**config.mk**
```make
export PLATFORM = sky130hd
export DESIGN_NAME = pc_gen
export DESIGN_NICKNAME = d
export VERILOG_FILES = /design/src/rtl/pc_gen.sv
export SDC_FILE = /design/constraint.sdc
export NUM_CORES = 1
export LEC_CHECK = 0
export CAP_MARGIN = 20
export CELL_PAD_IN_SITES_DETAIL_PLACEMENT = 0
export CELL_PAD_IN_SITES_GLOBAL_PLACEMENT = 1
export CORE_MARGIN = 2
export CORE_UTILIZATION = 33
export CTS_CLUSTER_DIAMETER = 120
export CTS_CLUSTER_SIZE = 28
export DETAILED_ROUTE_END_ITERATION = 7
export PLACE_DENSITY_LB_ADDON = 0.1
export SLEW_MARGIN = 0
export SYNTH_ARGS = -nofsm -noshare
export SYNTH_HDL_FRONTEND = slang
export SYNTH_SLANG_ARGS = --single-unit
```
**constraint.sdc**
```tcl
create_clock -name clk -period 2.9 [get_ports clk]
set_clock_uncertainty 0.1 [all_clocks]
set_input_delay 0.58 -clock clk [delete_from_list [all_inputs] [get_ports clk]]
set_output_delay 0.58 -clock clk [all_outputs]
set_load 0.1 [all_outputs]
```
**src/rtl/pc_gen.sv**
```systemverilog
// pc_gen: RV32I fetch-stage program-counter generator.
// Next PC comes from sequential (+4), PC-relative (branch/JAL), register-relative (JALR)
// or the saved EPC (mret). A misaligned target redirects fetch to TRAP_VECTOR,
// captures the faulting PC in epc, and inserts one bubble cycle.
// Optional feature macro: PC_GEN_PERF_EN (adds redirect_cnt / stall_cnt outputs).
module pc_gen #(
    parameter int unsigned                DATA_WIDTH   = 32,
    parameter logic [DATA_WIDTH-1:0]      RESET_VECTOR = DATA_WIDTH'('h0000_0000),
    parameter logic [DATA_WIDTH-1:0]      TRAP_VECTOR  = DATA_WIDTH'('h0000_0100)
) (
    input  logic                  clk,
    input  logic                  rst,
    input  logic                  stall,
    input  logic [1:0]            pc_src,
    input  logic [DATA_WIDTH-1:0] imm_op,
    input  logic [DATA_WIDTH-1:0] rs1_val,
    output logic [DATA_WIDTH-1:0] pc,
    output logic [DATA_WIDTH-1:0] pc_plus4,
    output logic                  pc_valid,
    output logic                  trap,
`ifdef PC_GEN_PERF_EN
    output logic [31:0]           redirect_cnt,
    output logic [31:0]           stall_cnt,
`endif
    output logic [DATA_WIDTH-1:0] epc
);

    localparam logic [1:0] ST_BOOT   = 2'd0;
    localparam logic [1:0] ST_RUN    = 2'd1;
    localparam logic [1:0] ST_VECTOR = 2'd2;

    localparam logic [1:0] SRC_SEQ  = 2'b00;
    localparam logic [1:0] SRC_REL  = 2'b01;
    localparam logic [1:0] SRC_JALR = 2'b10;

    logic [1:0]            r_state;
    logic [DATA_WIDTH-1:0] r_pc;
    logic [DATA_WIDTH-1:0] r_epc;

    logic [DATA_WIDTH-1:0] w_pc_plus4;
    logic [DATA_WIDTH-1:0] w_jalr_sum;
    logic [DATA_WIDTH-1:0] w_target;
    logic                  w_misaligned;
    logic                  w_advance;
    logic                  w_trap;

    assign w_pc_plus4 = r_pc + DATA_WIDTH'(4);
    assign w_jalr_sum = rs1_val + imm_op;

    // Target selection for the next fetch address (wrap-around arithmetic)
    always_comb begin
        w_target = w_pc_plus4;
        case (pc_src)
            SRC_SEQ:  w_target = w_pc_plus4;
            SRC_REL:  w_target = r_pc + imm_op;
            SRC_JALR: w_target = {w_jalr_sum[DATA_WIDTH-1:1], 1'b0};
            default:  w_target = r_epc;
        endcase
    end

    assign w_misaligned = (w_target[1:0] != 2'b00);
    // Selection only takes effect in RUN when the hazard unit is not holding us
    assign w_advance    = (r_state == ST_RUN) && !stall;
    assign w_trap       = w_advance && w_misaligned;

    // PC, EPC and fetch-state update; reset overrides stall and any in-flight trap
    always_ff @(posedge clk) begin
        if (rst) begin
            r_state <= ST_BOOT;
            r_pc    <= RESET_VECTOR;
            r_epc   <= '0;
        end else begin
            case (r_state)
                ST_BOOT: begin
                    r_state <= ST_RUN;
                end
                ST_RUN: begin
                    if (!stall) begin
                        if (w_misaligned) begin
                            r_pc    <= TRAP_VECTOR;
                            r_epc   <= r_pc;
                            r_state <= ST_VECTOR;
                        end else begin
                            r_pc    <= w_target;
                        end
                    end
                end
                ST_VECTOR: begin
                    r_state <= ST_RUN;
                end
                default: begin
                    r_state <= ST_BOOT;
                    r_pc    <= RESET_VECTOR;
                end
            endcase
        end
    end

`ifdef PC_GEN_PERF_EN
    logic [31:0] r_redirect_cnt;
    logic [31:0] r_stall_cnt;

    // Saturating performance counters for taken redirects and stalled RUN cycles
    always_ff @(posedge clk) begin
        if (rst) begin
            r_redirect_cnt <= '0;
            r_stall_cnt    <= '0;
        end else begin
            if (w_advance && (pc_src != SRC_SEQ) && !w_misaligned && (r_redirect_cnt != '1))
                r_redirect_cnt <= r_redirect_cnt + 32'd1;
            if ((r_state == ST_RUN) && stall && (r_stall_cnt != '1))
                r_stall_cnt <= r_stall_cnt + 32'd1;
        end
    end

    assign redirect_cnt = r_redirect_cnt;
    assign stall_cnt    = r_stall_cnt;
`endif

    assign pc       = r_pc;
    assign pc_plus4 = w_pc_plus4;
    assign pc_valid = (r_state == ST_RUN);
    assign trap     = w_trap;
    assign epc      = r_epc;

endmodule

```
# Word-level counts from Yosys, hierarchy flattened
# Cells that the tools add are included.
[word_totals]
ff_bits = 66
inputBits = 69
out_inout_bits = 98
wordCells = 31
[classes]
add_sub_neg = 3
n_eq_ne = 6
n_mux = 7
n_bitwise = 2
reduce_logical = 10
[op_table]
columns = ["cell", "count"]
rows = [
  ["32-bit one-hot mux with 3 select lines", 1],
  ["32-bit adder", 2],
  ["32-bit 2-to-1 mux", 2],
  ["32-bit one-hot mux with 2 select lines", 1],
  ["32-bit by 3-bit adder with 32-bit output (second input constant)", 1],
  ["2-bit by 1-bit equality test with 1-bit output (second input constant)", 2],
  ["2-bit equality test (second input constant)", 2],
  ["2-bit logical NOT", 2],
  ["2-bit 2-to-1 mux", 2],
  ["2-bit one-hot mux with 2 select lines", 1],
  ["2-bit AND reduction", 2],
  ["3-bit AND reduction", 1],
  ["1-bit logical AND", 2],
  ["2-bit by 1-bit != test with 1-bit output (second input constant)", 1],
  ["2-bit != test (second input constant)", 1],
  ["1-bit inverter", 2],
  ["2-bit nonzero test", 1],
  ["2-bit OR reduction", 1],
  ["1-bit logical NOT", 1],
]

# Logic depth before layout (Yosys ltp)
[depth]
ltp_word = 6
ltp_mapped = 13
ltp_nobuf = 12

# Worst setup path after synthesis
# No wires, ideal clock.
[synth_timing]
path_type = "register to output"
startpoint = "register r_pc[12], in the netlist pc[12]"
endpoint = "output port pc_plus4[28]"
arrival_ns = 3.925
t_required_ns = 2.220
slack_ns = -1.705
stages_incl_launch_ff = 8
path_buffers = 0
cell_sequence = "dfxtp_1 -> and4_1 -> and3_1 -> and4_1 -> nand2_1 -> nor2_1 -> nand3_1 -> xnor2_1"
[synth_between]
elab_chain_cells = 1
[synth_rtl]
columns = ["element", "line_no", "rtl"]
rows = [
  ["start, declared", "37", "logic [DATA_WIDTH-1:0] r_pc;"],
  ["start signal, assigned", "84", "r_pc <= w_target;"],
  ["32-bit by 3-bit adder with 32-bit output", "47", "assign w_pc_plus4 = r_pc + DATA_WIDTH'(4);"],
  ["end, declared", "18", "output logic [DATA_WIDTH-1:0] pc_plus4,"],
]
# No other way between the ends.

# Final worst setup path
[layout_timing]
startpoint = "register r_pc[6], in the netlist pc[6]"
endpoint = "output port pc_plus4[29]"
# The elaborated chain is that of the path after synthesis.

==> Flow_metrics.wiki <==
{| class="wikitable"
! Metric !! Value
|-
| Run status || finished, violations left
|-
| Failing checks || negative setup slack
|-
| CTS tree || yes
|-
| Overall fraction of global-route tracks in use || 0.2756
|-
| Yosys top cell by area || sky130_fd_sc_hd__dfxtp_1
|-
| Avg Vias per Cell || around 5.4
|-
| Worst Setup Slack, final || -0.1294 ns
|-
| Ys flop type || sky130_fd_sc_hd__dfxtp_1
|-
| Hold path endpoint || epc[0]$_SDFFE_PP0P_
|-
| Count of flip-flops with a built-in enable after synthesis || 0
|-
| Area of the die || 22560 µm²
|-
| Setup WS pre-CTS || -1.063 ns
|-
| Max-slew violations || 0
|-
| Top-Level Pins || 167
|-
| Worst flop-to-flop path endpoint || pc[31]$_SDFFE_PP0P_
|-
| CP delay by family, top || simple AND/OR/NAND/NOR gates
|-
| Final ANT Viol Nets || 0
|-
| Reg2reg setup slack || roughly 0.13 ns
|-
| Post-synth top cells || sky130_fd_sc_hd__nand2_1 (142), sky130_fd_sc_hd__a21oi_1 (123), sky130_fd_sc_hd__dfxtp_1 (66)
|-
| Distinct cells, synth || 70
|-
| Max rail drop VDD || 0.2659 mV
|-
| Count of cells along the worst hold path || 2
|-
| Antenna violations before repair || 0
|-
| Shortest clock period the worst path allows after layout || 3.029 ns
|-
| Post-synthesis sequential area ratio || 0.1873
|-
| Maxcap violations || 0
|-
| TritonCTS buffer count || 9
|-
| Critical Path End Type || output port
|-
| Cell depth of the worst flop-to-flop path || 12
|-
| Data arrival, critical path || 2.35 ns
|-
| R2r startpoint || pc[12]$_SDFFE_PP0P_
|-
| Share of synthesized cell area in and, or, nand and nor gates || 0.2132
|-
| Dominant cell by count in the synthesized netlist || sky130_fd_sc_hd__nand2_1
|-
| Kind of path behind the tightest hold check || flop to flop
|-
| Number of vias after detailed routing || 8706
|-
| Relative slew slack || 0.6027
|-
| Floorplan Core Area || 21020 µm²
|-
| Series of cell instances along the critical path || buf_6 -> and3_4 -> and3_4 -> nand2_2 -> or3_4 -> nor2_4 -> xnor2_4 -> clkinvlp_4 -> buf_12
|-
| Tcrit/Tclk final || 1.045
|-
| Parity-gate share of the synthesized area counting xor and xnor cells || 0.1006
|-
| Cell type with the highest occurrence count on the critical path || sky130_fd_sc_hd__and3_4
|-
| Kind of critical path || flop to output port
|-
| Critical path required time || 2.22 ns
|-
| Cell Area, Synth || 7054 µm²
|-
| Via count of the first global-routing pass || 8586
|-
| Slowest stage cell on the critical path || sky130_fd_sc_hd__or3_4
|-
| Mean instance size in the synthesized netlist || roughly 7.4 µm²
|-
| Transition time of the tightest slew-check pin || 0.5909 ns
|-
| Static Leak || about 5.4 nW
|-
| Cell types with the largest area share after synthesis || sky130_fd_sc_hd__dfxtp_1 (19%), sky130_fd_sc_hd__ha_1 (11%), sky130_fd_sc_hd__a21oi_1 (8.7%)
|-
| Power per unit of standard cell area || 331.0 nW/µm²
|-
| Gate Count Post-Synth || about 950
|-
| Clock sink total || 66
|-
| Post-DP HPWL || roughly 25000 µm
|-
| Number of synthesis warnings || 0
|-
| Unrepaired setup endpoints after global routing || yes
|-
| Final #Nets || about 1500
|-
| Post-route standard cell area excluding fillers || 12440 µm²
|-
| Area overhead of the layout relative to synthesis || 76.29%
|-
| Number of core rows || 53
|-
| Clock buffer depth || 2
|-
| Launching element type of the critical path || flop
|-
| Number of detailed-routing iterations run before antenna repair || 5
|-
| Post-route DRC violation count || 0
|-
| Post-Synthesis Net Count || between 1000 and 1500
|-
| Insertion delay to the later sink of the worst-skew pair || ~0.35 ns
|-
| Cell area after placement || 11320 µm²
|-
| Maximum level of the CTS H-tree || 3
|-
| Wire length reported by the detailed router || 31480 µm
|-
| Total of endpoints with negative setup slack in the final report || 6
|-
| Multiplexer fraction of the synthesized cell area || 0.04079
|-
| Compound-cell area share of the yosys netlist || 0.2980
|-
| Overall power of the completed layout || 4.116 mW
|-
| Chip Height || 150.2 µm
|-
| Overflow left after global routing || 0
|-
| CP Max Fanout || 4
|-
| Async set-reset flop share out of synthesis || 0
|-
| Portion of synthesized cell area occupied by the leading cell type || 0.1873
|-
| # diodes || 0
|-
| DRC violation total after the first TritonRoute iteration || 474
|-
| Global-route wire length before repair || 47350 µm
|-
| Share of layout cells above drive strength 1 || 0.4359
|-
| Achievable Freq || 0.3301 GHz
|-
| Port buffer count || 166
|-
| Main combinational cell family by area after synthesis || compound AO/OA/AOI/OAI gates
|-
| Detailed-route wire length per cell || 19.39 µm
|-
| CP Buf/Inv Count || 3
|-
| Clock transition at path regs || ~0.06 ns
|-
| Launch point of the worst hold path || epc[0]$_SDFFE_PP0P_
|-
| Clock root buffer || sky130_fd_sc_hd__clkbuf_16
|-
| Area share of fa/ha/maj cells after synthesis || 0.1156
|-
| Chip width || 150.2 µm
|-
| Final count of hold timing violations || 0
|-
| Final weighted congestion in routability-driven placement || just over 0.9
|-
| Largest stage delay on the critical path || 0.46 ns
|-
| Initial Util || 0.3356
|-
| Largest net degree at the start of global routing || 34
|-
| Number of storage elements in the synthesis netlist || 66
|}
report_power, final:
part | internal, mW | total, mW | switching (mW)
combinational | 0.833 | 1.88 | 1.05
sequential | 0.917 | 0.955 | 0.0374
clock | 0.823 | 1.28 | 0.457
layout by cell type, fill, tap and decap left out, types with 9 or more instances in the layout:
cell type	count
sky130_fd_sc_hd__a21o_1	29
sky130_fd_sc_hd__a21oi_1	106
sky130_fd_sc_hd__a21oi_2	15
sky130_fd_sc_hd__a31oi_1	9
sky130_fd_sc_hd__buf_12	27
sky130_fd_sc_hd__buf_4	336
sky130_fd_sc_hd__clkbuf_16	9
sky130_fd_sc_hd__clkbuf_2	9
sky130_fd_sc_hd__clkdlybuf4s50_1	27
sky130_fd_sc_hd__dfxtp_1	37
sky130_fd_sc_hd__dfxtp_2	10
sky130_fd_sc_hd__dfxtp_4	19
sky130_fd_sc_hd__dlygate4sd2_1	13
sky130_fd_sc_hd__ha_1	36
sky130_fd_sc_hd__ha_4	24
sky130_fd_sc_hd__inv_1	19
sky130_fd_sc_hd__mux4_2	11
sky130_fd_sc_hd__nand2_1	137
sky130_fd_sc_hd__nand2b_1	11
sky130_fd_sc_hd__nand3_1	24
sky130_fd_sc_hd__nand4_1	17
sky130_fd_sc_hd__nor2_1	52
sky130_fd_sc_hd__nor3_1	14
sky130_fd_sc_hd__o21ai_0	35
sky130_fd_sc_hd__o21ai_1	15
sky130_fd_sc_hd__xnor2_1	36
sky130_fd_sc_hd__xnor2_2	9
sky130_fd_sc_hd__xnor2_4	12
sky130_fd_sc_hd__xor2_1	17
sequential cells by signal, summed over array words and instances (netlist names):
signal,flops
epc,32
pc,32
r_state,2
worst min-delay path: cells and delay by family (launching register included):
family | cells | cell delay [ns]
flops | 1 | 0.32
compound gates | 1 | 0.05
simple gates | 1 | 0.05
area by class of cell:
cell class | instances | area (µm²)
fill | 1903 | 8586
timing repair buffer | 435 | 3711
sequential | 66 | 1405
tap | 275 | 344.1
clock buffer | 12 | 266.5
clock inverter | 4 | 72.57
multi-input combinational | 808 | 6538
inverter | 24 | 98.84
stage by stage:
step	instances	utilization	setup TNS, ns	hold WS (ns)
floorplan	954	-	-1.726	0.3988
global placement	1592	0.5387	-31.24	0.3636
detailed placement	1592	0.5387	-33.14	0.3691
CTS	1617	0.5812	-0.8024	0.3773
global route	1624	0.5916	-1.487	0.3965
finish	1624	0.5916	-0.2454	0.3729
layer usage:
metal	wire length, µm	part of all wire	GRT usage	vias to the layer above
li1	-	-	-	4290
met1	14090	0.45	0.3710	4138
met2	14860	0.47	0.4591	254
met5	0	0	0	-
met4	439	0.014	0.05660	0
met3	2097	0.067	0.05424	24
logic make-up after synthesis:
logic type | Yosys count
and+or+nand+nor | 324
DFF | 66
AOI/OAI and AO/OA | 324
adders and majority gates | 64
xor gates and xnor gates | 81
muxes | 15
buffers and inverters | 80
worst max path at each step:
stage / startpoint / end / slack, ns / cells past startpoint
after detailed placement: imm_op[0] / pc[30]$_SDFFE_PP0P_ / -1.06 / 14
final: pc[6]$_SDFFE_PP0P_ / pc_plus4[29] / -0.13 / 9
after floorplan: pc[3]$_SDFFE_PP0P_ / pc[4]$_SDFFE_PP0P_ / -0.20 / 5
after global routing: pc[15]$_SDFFE_PP0P_ / pc_plus4[29] / -0.20 / 8
after CTS: pc[15]$_SDFFE_PP0P_ / pc_plus4[29] / -0.15 / 8
after global placement: imm_op[0] / pc[30]$_SDFFE_PP0P_ / -0.93 / 14
timing repair:
action / in CTS / in global routing
pin swaps: 66 / 50
hold buffers: 0 / 0
resized for setup: 155 / 64
endpoints found under the setup margin: 71 / 35
setup buffers: 11 / 7
Note: power is estimated with default switching activity, not from simulation.
